==> config.mk <==
export PLATFORM = sky130hd
export DESIGN_NAME = pipelined_adder_acc
export DESIGN_NICKNAME = d
export VERILOG_FILES = /design/src/rtl/pipelined_adder_acc.sv
export SDC_FILE = /design/constraint.sdc
export NUM_CORES = 1
export LEC_CHECK = 0
export ABC_AREA = 1
export BUFFER_PORTS_ARGS = -buffer_cell sky130_fd_sc_hd__buf_2
export CAP_MARGIN = 20
export CORE_MARGIN = 5
export CORE_UTILIZATION = 52
export DETAILED_ROUTE_END_ITERATION = 8
export PLACE_DENSITY = 0.87
export SLEW_MARGIN = 40
export SYNTH_ARGS = -nofsm -noshare
export SYNTH_HDL_FRONTEND = slang
export SYNTH_SLANG_ARGS = --single-unit
==> constraint.sdc <==
create_clock -name clk -period 1.8 [get_ports clk]
set_input_delay 0.36 -clock clk [delete_from_list [all_inputs] [get_ports clk]]
set_output_delay 0.36 -clock clk [all_outputs]
set_load 0.01 [all_outputs]
==> src/rtl/pipelined_adder_acc.sv <==
// rtl/pipelined_adder_acc.sv - chunked pipelined adder/subtractor with accumulator and valid/ready handshakes
module pipelined_adder_acc #(
    parameter int WIDTH = 16,
    parameter int CHUNK = 8
) (
    input  logic             clk,
    input  logic             rst_n,
    input  logic             in_valid,
    output logic             in_ready,
    input  logic [WIDTH-1:0] a,
    input  logic [WIDTH-1:0] b,
    input  logic [1:0]       mode,
    output logic             out_valid,
    input  logic             out_ready,
    output logic [WIDTH-1:0] sum,
    output logic             cout,
    output logic             ovf,
    output logic [WIDTH-1:0] acc
);

    localparam int STAGES = (WIDTH / CHUNK < 1) ? 1 : WIDTH / CHUNK;
    localparam int LAST   = STAGES - 1;

    // st_* hold the inputs of stage k: full operands, partial sum and carry into chunk k
    logic [STAGES-1:0] st_vld;
    logic [WIDTH-1:0]  st_x  [STAGES];
    logic [WIDTH-1:0]  st_y  [STAGES];
    logic [WIDTH-1:0]  st_s  [STAGES];
    logic              st_c  [STAGES];
    logic [1:0]        st_op [STAGES];

    logic [CHUNK:0]    t     [STAGES];
    logic [WIDTH-1:0]  nx_s  [STAGES];
    logic              nx_c  [STAGES];

    logic [1:0]        out_op;
    logic              init_done;
    logic              adv;
    logic              acc_busy;
    logic [WIDTH-1:0]  fx;
    logic [WIDTH-1:0]  fy;
    logic              fc;

    assign adv      = !(out_valid && !out_ready);
    assign in_ready = init_done && adv && !acc_busy;

    always_comb begin
        fx = '0;
        fy = '0;
        fc = 1'b0;
        case (mode)
            2'b00: begin fx = a;   fy = b;  fc = 1'b0; end
            2'b01: begin fx = a;   fy = ~b; fc = 1'b1; end
            2'b10: begin fx = acc; fy = a;  fc = 1'b0; end
            default: begin fx = '0; fy = '0; fc = 1'b0; end
        endcase
    end

    always_comb begin
        for (int k = 0; k < STAGES; k++) begin
            t[k] = {1'b0, st_x[k][k*CHUNK +: CHUNK]} + {1'b0, st_y[k][k*CHUNK +: CHUNK]}
                 + {{CHUNK{1'b0}}, st_c[k]};
            nx_s[k] = st_s[k];
            nx_s[k][k*CHUNK +: CHUNK] = t[k][CHUNK-1:0];
            nx_c[k] = t[k][CHUNK];
        end
    end

    // Any acc-affecting op anywhere in flight blocks new input until its result is consumed
    always_comb begin
        acc_busy = out_valid && out_op[1];
        for (int k = 0; k < STAGES; k++) begin
            if (st_vld[k] && st_op[k][1]) begin
                acc_busy = 1'b1;
            end
        end
    end

    always_ff @(posedge clk or negedge rst_n) begin
        if (!rst_n) begin
            init_done <= 1'b0;
            st_vld    <= '0;
            for (int k = 0; k < STAGES; k++) begin
                st_x[k]  <= '0;
                st_y[k]  <= '0;
                st_s[k]  <= '0;
                st_c[k]  <= 1'b0;
                st_op[k] <= 2'b00;
            end
            out_valid <= 1'b0;
            out_op    <= 2'b00;
            sum       <= '0;
            cout      <= 1'b0;
            ovf       <= 1'b0;
            acc       <= '0;
        end else begin
            init_done <= 1'b1;
            if (adv) begin
                st_vld[0] <= in_valid && in_ready;
                st_x[0]   <= fx;
                st_y[0]   <= fy;
                st_s[0]   <= '0;
                st_c[0]   <= fc;
                st_op[0]  <= mode;
                for (int k = 1; k < STAGES; k++) begin
                    st_vld[k] <= st_vld[k-1];
                    st_x[k]   <= st_x[k-1];
                    st_y[k]   <= st_y[k-1];
                    st_s[k]   <= nx_s[k-1];
                    st_c[k]   <= nx_c[k-1];
                    st_op[k]  <= st_op[k-1];
                end
                out_valid <= st_vld[LAST];
                if (st_vld[LAST]) begin
                    sum    <= nx_s[LAST];
                    cout   <= nx_c[LAST];
                    ovf    <= (st_x[LAST][WIDTH-1] == st_y[LAST][WIDTH-1])
                           && (nx_s[LAST][WIDTH-1] != st_x[LAST][WIDTH-1]);
                    out_op <= st_op[LAST];
                end
            end
            if (out_valid && out_ready) begin
                if (out_op == 2'b10) begin
                    acc <= sum;
                end else if (out_op == 2'b11) begin
                    acc <= '0;
                end
            end
        end
    end

endmodule

==> results.cfg, run 1 <==
[worst_setup_path]
worst-setup-path-type = flop to flop
path_max_fanout = 3
slowest_stage = dfrtp_1
endpoint_kind = flop
path_cells = fa_2 -> fa_2 -> nand2_2 -> nand2_2 -> nand2_1 -> o211ai_1 -> nand2_1 -> nand2_1
crit_path_max_incr_delay_ps = 420
path_common_cell = nand2_1
cp.required_ps = 2070
cp.arrival_ps = 2030
reg2reg_from = st_x[8]$_DFFE_PN0N_
start_kind = flop
worst-path-buf-inv = 0
reg2reg_slack_ps = 40
cp_top_family = adder cells
reg2regPathDepth = 8
r2r-end = cout$_DFFE_PN0P_

[global_route]
grt_overflow = 0
grt_max_degree = 69
grt_pass1_wl_um = 20100
grt_usage_pct = 21.7
grt_antenna_before_repair = 0
first_global_vias = 4232

[logic_synthesis]
netlist_instances = 605
ys_warn_count = 0
syn-num-nets = 661
synth-seq-cells = 102
synth_edf_count = 0
seq_area_frac_synth_pct = 51.1
synth_area_um2 = 5000
synthArstFlopShare_pct = 100
yosysUniqueCellTypes = 27
syn_area_per_cell_um2 = 8.26
ys.flop_type = dfrtp_1

[routing]
drt_iter0_drc = 388
wl_per_cell_um = 14.8
dr.pass1.iters = 5
drc_errors = 0
viasPerCell = 5.38
drtAntennaViolNets = 0
vias = 4370
routed_wl_um = 12000

[final_layout]
antennaDiodeCount = 0
drive_gt1_share_pct = 18.1
nNetsFinal = 735
instances_no_fill = 813
synthToLayoutAreaGrowth_pct = 15.7
utilization_pct = 62.3
fill_cells = 783

[die]
rows = 35
start_util_pct = 53.8
dieArea_um2 = 11700
core_um2 = 9280
io-pin-count = 74
die_w_um = 108
die_y_um = 108

[power]
swShare_pct = 40.7
combPwrFrac_pct = 38.8
p_int_uw = 5020
clockPowerShare_pct = 17.4
p_leak_uw = 0.00308
seqPwrFrac_pct = 43.8
total_power_uw = 8460
p_per_area_nw_per_um2 = 1460
ir_worst_vdd_uv = 547
p_sw_uw = 3440

[timing]
fmax_mhz = 568
hold_violations = 0
fin_skew_ps = 11.5
maxSlewViolCount = 0
setup_viol = 0
fin_crit_sh_pct = 97.9
finalSetupTns_ps = 0
hold_ws_ps = 183
fin_crit_ps = 1760
rsz0062_at_grt = true

[clock_network]
clkTransAtPathRegs_ps = 100
cts_tree = yes
clk_path_buf_depth = 2
clkLatencyLatePin_ps = 370
clock_sinks = 102
cts_made_buffers = 9
cts_root_buf = clkbuf_8
h-tree-depth = 3

[hold_path]
min-delay-start = in_valid
hold_path_end = st_vld[0]$_DFFE_PN0N_
hold_depth = 3
min-delay-path-class = input port to flop

[placement]
numPlacedInstances = 795
io_buffers = 73
dp_hpwl_um = 8570
gp_congestion = 0.939

[status]
status = complete, no violations

[flow_run]
cap_viol_max_count = 0
==> synthesized netlist by cell type (4+ instances only) <==
library cell  instances  area share [%]
nand2_1             254              19
dfrtp_1             102              51
inv_1                53             4.0
nand3_1              43             4.3
buf_2                22             2.2
o21ai_0              22             2.2
o211ai_1             16             2.4
o221ai_1             15             2.6
ha_1                 14             3.5
a21oi_1              12             1.2
o31ai_1              10             1.5
nor2_1                9            0.68
o21ai_1               6            0.60
inv_2                 5            0.38
buf_4                 4            0.60
fa_1                  4             1.6
==> per-stage QoR <==
step                setup WS, ps  instance area (um^2)
global placement           -1.50                  5530
CTS                         7.08                  5750
global route               -43.3                  5780
finish                      38.7                  5780
floorplan                   69.7                  5000
detailed placement         -34.1                  5530
==> power by group through the flow <==
stage               clock network, uW  logic [uW]  registers, uW
floorplan                           0        2040           3740
global placement                    0        3020           3710
detailed placement                  0        3130           3750
CTS                              1510        3160           3710
global route                     1610        3710           3810
finish                           1470        3280           3710
==> worst min-delay path: cells and delay by family <==
kind | cells | cell delay [ps]
AND/OR/NAND/NOR | 2 | 90
buffers and inverters | 1 | 70
==> kinds of logic after synthesis <==
logic type	count (synthesis)	share of synthesized area (%)
other cells	1	0.0751
simple gates	314	25.3
compound gates	82	10.7
xor+xnor	3	0.526
buf+inv	85	7.24
flops	102	51.1
fa+ha+maj	18	5.11
==> placed cells by master (no fill, tap or decap), drive strengths merged <==
| cell type | instances |
|---|---|
| fa | 4 |
| ha | 14 |
| conb | 1 |
| o221ai | 15 |
| clkinvlp | 2 |
| buf | 88 |
| nand2 | 255 |
| or2 | 1 |
| dfrtp | 102 |
| o211ai | 16 |
| bufinv | 1 |
| o31ai | 10 |
| xnor2 | 2 |
| nor2 | 12 |
| a211oi | 1 |
| nand3 | 43 |
| clkbuf | 9 |
| and3 | 1 |
| dlygate4sd3 | 1 |
| a21oi | 12 |
| xor2 | 1 |
| nand4 | 2 |
| clkinv | 2 |
| o21ai | 28 |
| inv | 61 |
==> metal layers <==
| metal | track usage [%] | part of all wire, % | vias to the layer above |
|---|---|---|---|
| li1 | - | - | 2094 |
| met1 | 30.6 | 45 | 2040 |
| met2 | 33.4 | 45 | 199 |
| met3 | 2.69 | 6.8 | 37 |
| met4 | 10.5 | 3.4 | 0 |
| met5 | 0 | 0 | - |
==> worst max-delay path by stage <==
| stage | startpoint | endpoint | slack [ps] | cells after the start |
|---|---|---|---|---|
| floorplan | st_x[8]$_DFFE_PN0N_ | cout$_DFFE_PN0P_ | 70 | 8 |
| global placement | st_x[8]$_DFFE_PN0N_ | cout$_DFFE_PN0P_ | -1 | 8 |
| detailed placement | st_x[8]$_DFFE_PN0N_ | cout$_DFFE_PN0P_ | -30 | 8 |
| CTS | out_op[1]$_DFFE_PN0P_ | in_ready | 7 | 5 |
| global route | st_x[8]$_DFFE_PN0N_ | cout$_DFFE_PN0P_ | -40 | 8 |
| finish | st_x[8]$_DFFE_PN0N_ | cout$_DFFE_PN0P_ | 40 | 8 |
==> cell type report <==
class / count / area [um^2] / share of cell area (%)
clock buffer: 9 / 124 / 2.14
multi-input combinational: 418 / 2110 / 36.6
inverter: 59 / 221 / 3.83
tap: 129 / 161 / 2.79
clock inverter: 7 / 78.8 / 1.36
sequential: 102 / 2550 / 44.2
timing repair buffer: 89 / 528 / 9.13
==> repair_timing <==
item                                    4_1_cts  5_1_grt
buffers inserted                              0        1
hold buffers                                  1        0
gates resized for setup                       2        8
endpoints found under the setup margin        4        8
pin swaps                                     0        1
endpoints found under the hold margin        21        0
==> state kept, by name (all words and copies together) (netlist names) <==
name and flops:
cout 1, init_done 1, st_y 24, ovf 1
out_op 2, out_valid 1, nx_s 8, st_x 24
st_op 4, st_c 2, st_vld 2, acc 16
sum 16
(Power assumes the default switching activity.)
==> run 2: changes to the inputs <==
- ABC_AREA: 1 -> default
- CORE_UTILIZATION: 52 -> 51
- PLACE_DENSITY: 0.87 -> 0.85
==> run 2 against run 1 <==
  * The run now ends with setup timing left
  * Fmax down 16%
  * Non-clock buffer count grew 22
  * Worst setup slack lost 340 ps
  * Sequential share of layout area fell by 1.3 points
  * Clock power hardly changed
  * Cell count shrank 12%
  * Combinational power increased by 55%
  * Utilization shrank 0.21 points
  * Largest power group is now combinational cells
  * Global-route usage up 1.0 points
  * Register-to-register slack lost 340 ps
  * Synthesized cell count is 20% lower
==> results.cfg, run 2 <==
[power]
ir_worst_vdd_uv = 863
p_per_area_nw_per_um2 = 1770
p_leak_uw = 0.00289

[logic_synthesis]
syn-num-nets = 538
synthArstFlopShare_pct = 100
ys.flop_type = dfrtp_1
seq_area_frac_synth_pct = 51.6
synth_top_area_share_pct = 51.6
yosys-top-cells-area = dfrtp_1 (52%), nand2_1 (8.5%), ha_1 (3.5%), mux2i_1 (3.2%), o221ai_1 (3.0%)
synth_edf_count = 0
synthMostInstantiatedCell = nand2_1
netlist_instances = 482
yosysTopAreaCell = dfrtp_1
yosysUniqueCellTypes = 52
synth-seq-cells = 102
ys_warn_count = 0
synth_commonest_cells = nand2_1 (112), dfrtp_1 (102), nor2_1 (37)
syn_area_per_cell_um2 = 10.3
synth_area_um2 = 4940

[placement]
dp_hpwl_um = 8860
gp_congestion = 0.924
io_buffers = 73
numPlacedInstances = 689
postPlaceCellArea_um2 = 5620

[worst_setup_path]
endpoint_kind = flop
worst-setup-path-type = flop to flop
start_kind = flop
path_max_fanout = 3
reg2regPathDepth = 6
cp.arrival_ps = 2380
cp.required_ps = 2080

[clock_network]
h-tree-depth = 3
cts_tree = yes
clk_path_buf_depth = 2
cts_root_buf = clkbuf_8
clkLatencyLatePin_ps = 380
clock_sinks = 102
cts_made_buffers = 9
clkTransAtPathRegs_ps = 100

[global_route]
first_global_vias = 4132
grt_overflow = 0
grt_pass1_wl_um = 20500
grt_usage_pct = 22.8
grt_max_degree = 57
grt_antenna_before_repair = 0

[routing]
drt_iter0_drc = 361
viasPerCell = 5.73
wl_per_cell_um = 18.0
vias = 4078
dr.pass1.iters = 5
drc_errors = 0
routed_wl_um = 12800
drtAntennaViolNets = 0

[die]
dieArea_um2 = 11800
core_um2 = 9590
start_util_pct = 51.5
die_y_um = 108
rows = 36
die_w_um = 108
io-pin-count = 74

[final_layout]
final_area_um2 = 5950
antennaDiodeCount = 0
final_cell_mix = nand2_1 (111), dfrtp_1 (102), buf_2 (72)
nNetsFinal = 630
fill_cells = 739
regArea_um2 = 2550
synthToLayoutAreaGrowth_pct = 20.5
multi_input_area_um2 = 2300
final_common_cell = nand2_1
top_regs = st_x (24), st_y (24)
instances_no_fill = 712
drive_gt1_share_pct = 28.5

[timing]
fin_crit_ps = 2100
fmax_mhz = 477
setup_viol = 10
worst_slack_ps = -296
fin_crit_sh_pct = 116
worstMarginPinSlew_ps = 816
rsz0062_at_grt = true
hold_violations = 0
maxSlewViolCount = 0
fin_skew_ps = 10.8
maxSlewHeadroom_pct = 45.4

[hold_path]
hold_depth = 2
min-delay-path-class = input port to flop

[flow_run]
cap_viol_max_count = 0

[status]
violations = setup timing
status = complete, but fails checks
-- run 2: final timing paths --
path / start / end / slack, ps
max in group asynchronous: rst_n / acc[3]$_DFFE_PN0P_ / 720
max: st_x[8]$_DFFE_PN0N_ / sum[14]$_DFFE_PN0P_ / -300
min: in_valid / st_vld[0]$_DFFE_PN0N_ / 200
max reg2reg: st_x[8]$_DFFE_PN0N_ / sum[14]$_DFFE_PN0P_ / -300
min in group asynchronous: rst_n / sum[13]$_DFFE_PN0P_ / 480
min reg2reg: nx_s[0]$_DFFE_PN0N_ / nx_s[0]$_DFFE_PN0N_ / 480
-- run 2: report_power, final --
part | switching (uW) | internal (uW)
clock network | 813 | 682
logic | 2670 | 2400
registers | 709 | 3250
-- run 2: metal layers --
layer | GRT usage (%) | share of wire [%]
met5 | 0 | 0
met1 | 28.1 | 40
met3 | 3.40 | 5.4
met2 | 39.3 | 52
met4 | 10.6 | 2.6
-- run 2: through the flow --
stage	hold slack (ps)	TNS (ps)	util, %	setup slack, ps	total power (uW)
finish	204	-1620	62.1	-296	10500
global route	221	-2240	62.1	-327	11200
CTS	193	-1550	61.4	-294	10300
detailed placement	361	-2030	58.5	-322	8580
global placement	352	-1300	58.5	-248	8330
floorplan	64.4	-642	-	-210	6920
-- run 2: cell type report --
cell class / count / share of cell area, %
multi-input cells: 341 / 38.6
well taps: 133 / 2.80
repair buffers: 111 / 11.8
flip-flops and latches: 102 / 42.9
clock inverters: 5 / 0.988
clock buffers: 11 / 2.37
inverters: 9 / 0.567
-- run 2: cells by family after synthesis --
family,synth area share (%)
xor+xnor,0.709
other cells,0.0759
compound gates,17.7
mux,6.66
fa+ha+maj,5.16
simple gates,14.1
buf+inv,3.92
flops,51.6
-- run 2: repair_timing --
| item | CTS | global route |
|---|---|---|
| pin swaps | 14 | 6 |
| hold endpoints to repair | 31 | 0 |
| buffers inserted | 5 | 3 |
| gates resized for setup | 6 | 14 |
| setup endpoints to repair | 9 | 12 |
| cloned | 0 | 0 |
| hold buffers | 1 | 0 |
-- run 2: critical path: stages, from the launching register on --
cell	delay, ps
dfrtp_1	410
fa_2	430
fa_2	390
a21oi_4	160
o211ai_1	110
a211o_1	290
a31o_2	200
==> run 3: changes to the inputs <==
--- a/config.mk
+++ b/config.mk
@@ -10,4 +10,5 @@
 export CORE_MARGIN = 5
 export CORE_UTILIZATION = 51
+export CTS_BUF_LIST = sky130_fd_sc_hd__clkbuf_16
 export DETAILED_ROUTE_END_ITERATION = 8
 export PLACE_DENSITY = 0.85
==> constraint.sdc (replaced) <==
create_clock -name clk -period 1.8 [get_ports clk]
set_input_delay 0.36 -clock clk [delete_from_list [all_inputs] [get_ports clk]]
set_output_delay 0.36 -clock clk [all_outputs]
set_load 0.1 [all_outputs]
==> run 3 against run 2 <==
  * Cell area increased by 1.8%
  * The flow still finishes with violations (setup timing)
  * Largest cell class unchanged
  * Sequential share of layout area decreased by 0.72 points
  * Via count increased by 2.1%
  * Utilization increased by 1.1 points
  * Global-route usage increased by 0.87 points
  * First-iteration DRC count unchanged
  * Critical endpoint is now nx_s[6]$_DFFE_PN0N_
==> results.cfg, run 3 (synthesized netlist as in run 2, its figures left out) <==
[die]
io-pin-count = 74
rows = 36
die_w_um = 108
dieArea_um2 = 11800
start_util_pct = 51.5
core_um2 = 9590
die_y_um = 108

[placement]
io_buffers = 73
gp_congestion = 0.927
dp_hpwl_um = 9000

[final_layout]
drive_gt1_share_pct = 28.5
top_regs = st_x (24), st_y (24)
final_cell_mix = nand2_1 (112), dfrtp_1 (101), buf_2 (71)
final_common_cell = nand2_1
nNetsFinal = 631
synthToLayoutAreaGrowth_pct = 22.6
antennaDiodeCount = 0

[routing]
routed_wl_um = 13400
vias = 4165
drc_errors = 0
viasPerCell = 5.85
drtAntennaViolNets = 0
wl_per_cell_um = 18.8
drt_iter0_drc = 361
dr.pass1.iters = 5

[timing]
worst_slack_ps = -348
rsz0062_at_grt = true
fin_skew_ps = 5.06
fin_crit_sh_pct = 119
maxSlewHeadroom_pct = 65.4
hold_violations = 0
setup_viol = 9
fmax_mhz = 465
fin_crit_ps = 2150
finalSetupTns_ps = -1880
worstMarginPinSlew_ps = 517
maxSlewViolCount = 0

[status]
violations = setup timing
status = complete, but fails checks

[flow_run]
cap_viol_max_count = 0

[clock_network]
clkTransAtPathRegs_ps = 70
clock_sinks = 102
h-tree-depth = 3
cts_made_buffers = 9
clkLatencyLatePin_ps = 350
cts_root_buf = clkbuf_16
clk_path_buf_depth = 2
cts_tree = yes

[worst_setup_path]
cp.arrival_ps = 2370
reg2reg_slack_ps = -350
cp.required_ps = 2030
path_cells = fa_2 -> fa_2 -> a21oi_4 -> o221ai_1 -> a211oi_1 -> o31ai_1
path_max_fanout = 3
path_common_cell = fa_2
reg2regPathDepth = 6
r2r-end = nx_s[6]$_DFFE_PN0N_
reg2reg_from = st_x[16]$_DFFE_PN0N_
slowest_stage = fa_2
critPathLaunch = st_x[16]$_DFFE_PN0N_
crit_path_max_incr_delay_ps = 430
endpoint = nx_s[6]$_DFFE_PN0N_
endpoint_kind = flop
worst-setup-path-type = flop to flop
start_kind = flop

[global_route]
grt_max_degree = 76
grt_overflow = 0
grt_pass1_wl_um = 21500
first_global_vias = 4455
grt_usage_pct = 23.6
grt_antenna_before_repair = 0

[hold_path]
min-delay-path-class = input port to flop
## run 3: cell types whose count changed in the layout (fill, tap and decap cells not counted), sizes merged
cell    previous run  this run
inv                9        11
clkbuf            11         9
bufinv             1         0
buf              110       111
## run 3: metal layers
layer  track usage, %  wire length (um)
met2             40.4              6930
met5                0                 0
met3             4.42               756
met1             28.6              5210
met4             11.7               454
## run 3: critical path, delay by kind of cell, from the launching register on
family / cells / cell delay (ps)
AOI/OAI and AO/OA: 4 / 790
adders and majority gates: 2 / 830
DFF: 1 / 410
## run 3: area by class of cell
type                    count  area [um^2]
flip-flops and latches    102         2550
clock buffers               9          225
repair buffers            112          727
clock inverters             6         46.3
multi-input cells         341         2310
fillers                   733         3540
inverters                   9         33.8
well taps                 133          166
## run 3: worst min path at each step
stage / startpoint / end / slack, ps / cells past startpoint
floorplan: rst_n / acc[0]$_DFFE_PN0P_ / 60 / 0
global placement: rst_n / sum[11]$_DFFE_PN0P_ / 350 / 1
detailed placement: rst_n / sum[11]$_DFFE_PN0P_ / 350 / 1
CTS: in_valid / st_vld[0]$_DFFE_PN0N_ / 230 / 2
global route: in_valid / st_vld[0]$_DFFE_PN0N_ / 260 / 2
finish: in_valid / st_vld[0]$_DFFE_PN0N_ / 240 / 2
## run 3: repair_timing
action | CTS | global route
cloned | 0 | 0
endpoints found under the hold margin | 29 | 0
endpoints found under the setup margin | 11 | 14
hold buffers | 1 | 0
gates resized for setup | 5 | 15
pin swaps | 14 | 3
buffers inserted | 2 | 2
## run 3: stage by stage
stage	area [um^2]	util, %	worst slack [ps]	cells	hold slack, ps
final	6060	63.1	-348	712	237
after global routing	6060	63.1	-420	712	257
after detailed placement	5660	59.0	-310	693	351
after CTS	5980	62.4	-281	711	230
after global placement	5660	59.0	-249	693	349
after floorplan	4970	-	-210	482	64.4
Power of run 3 is not shown: default switching activity piles up to over one toggle a cycle in this logic, so the estimate is an artifact.
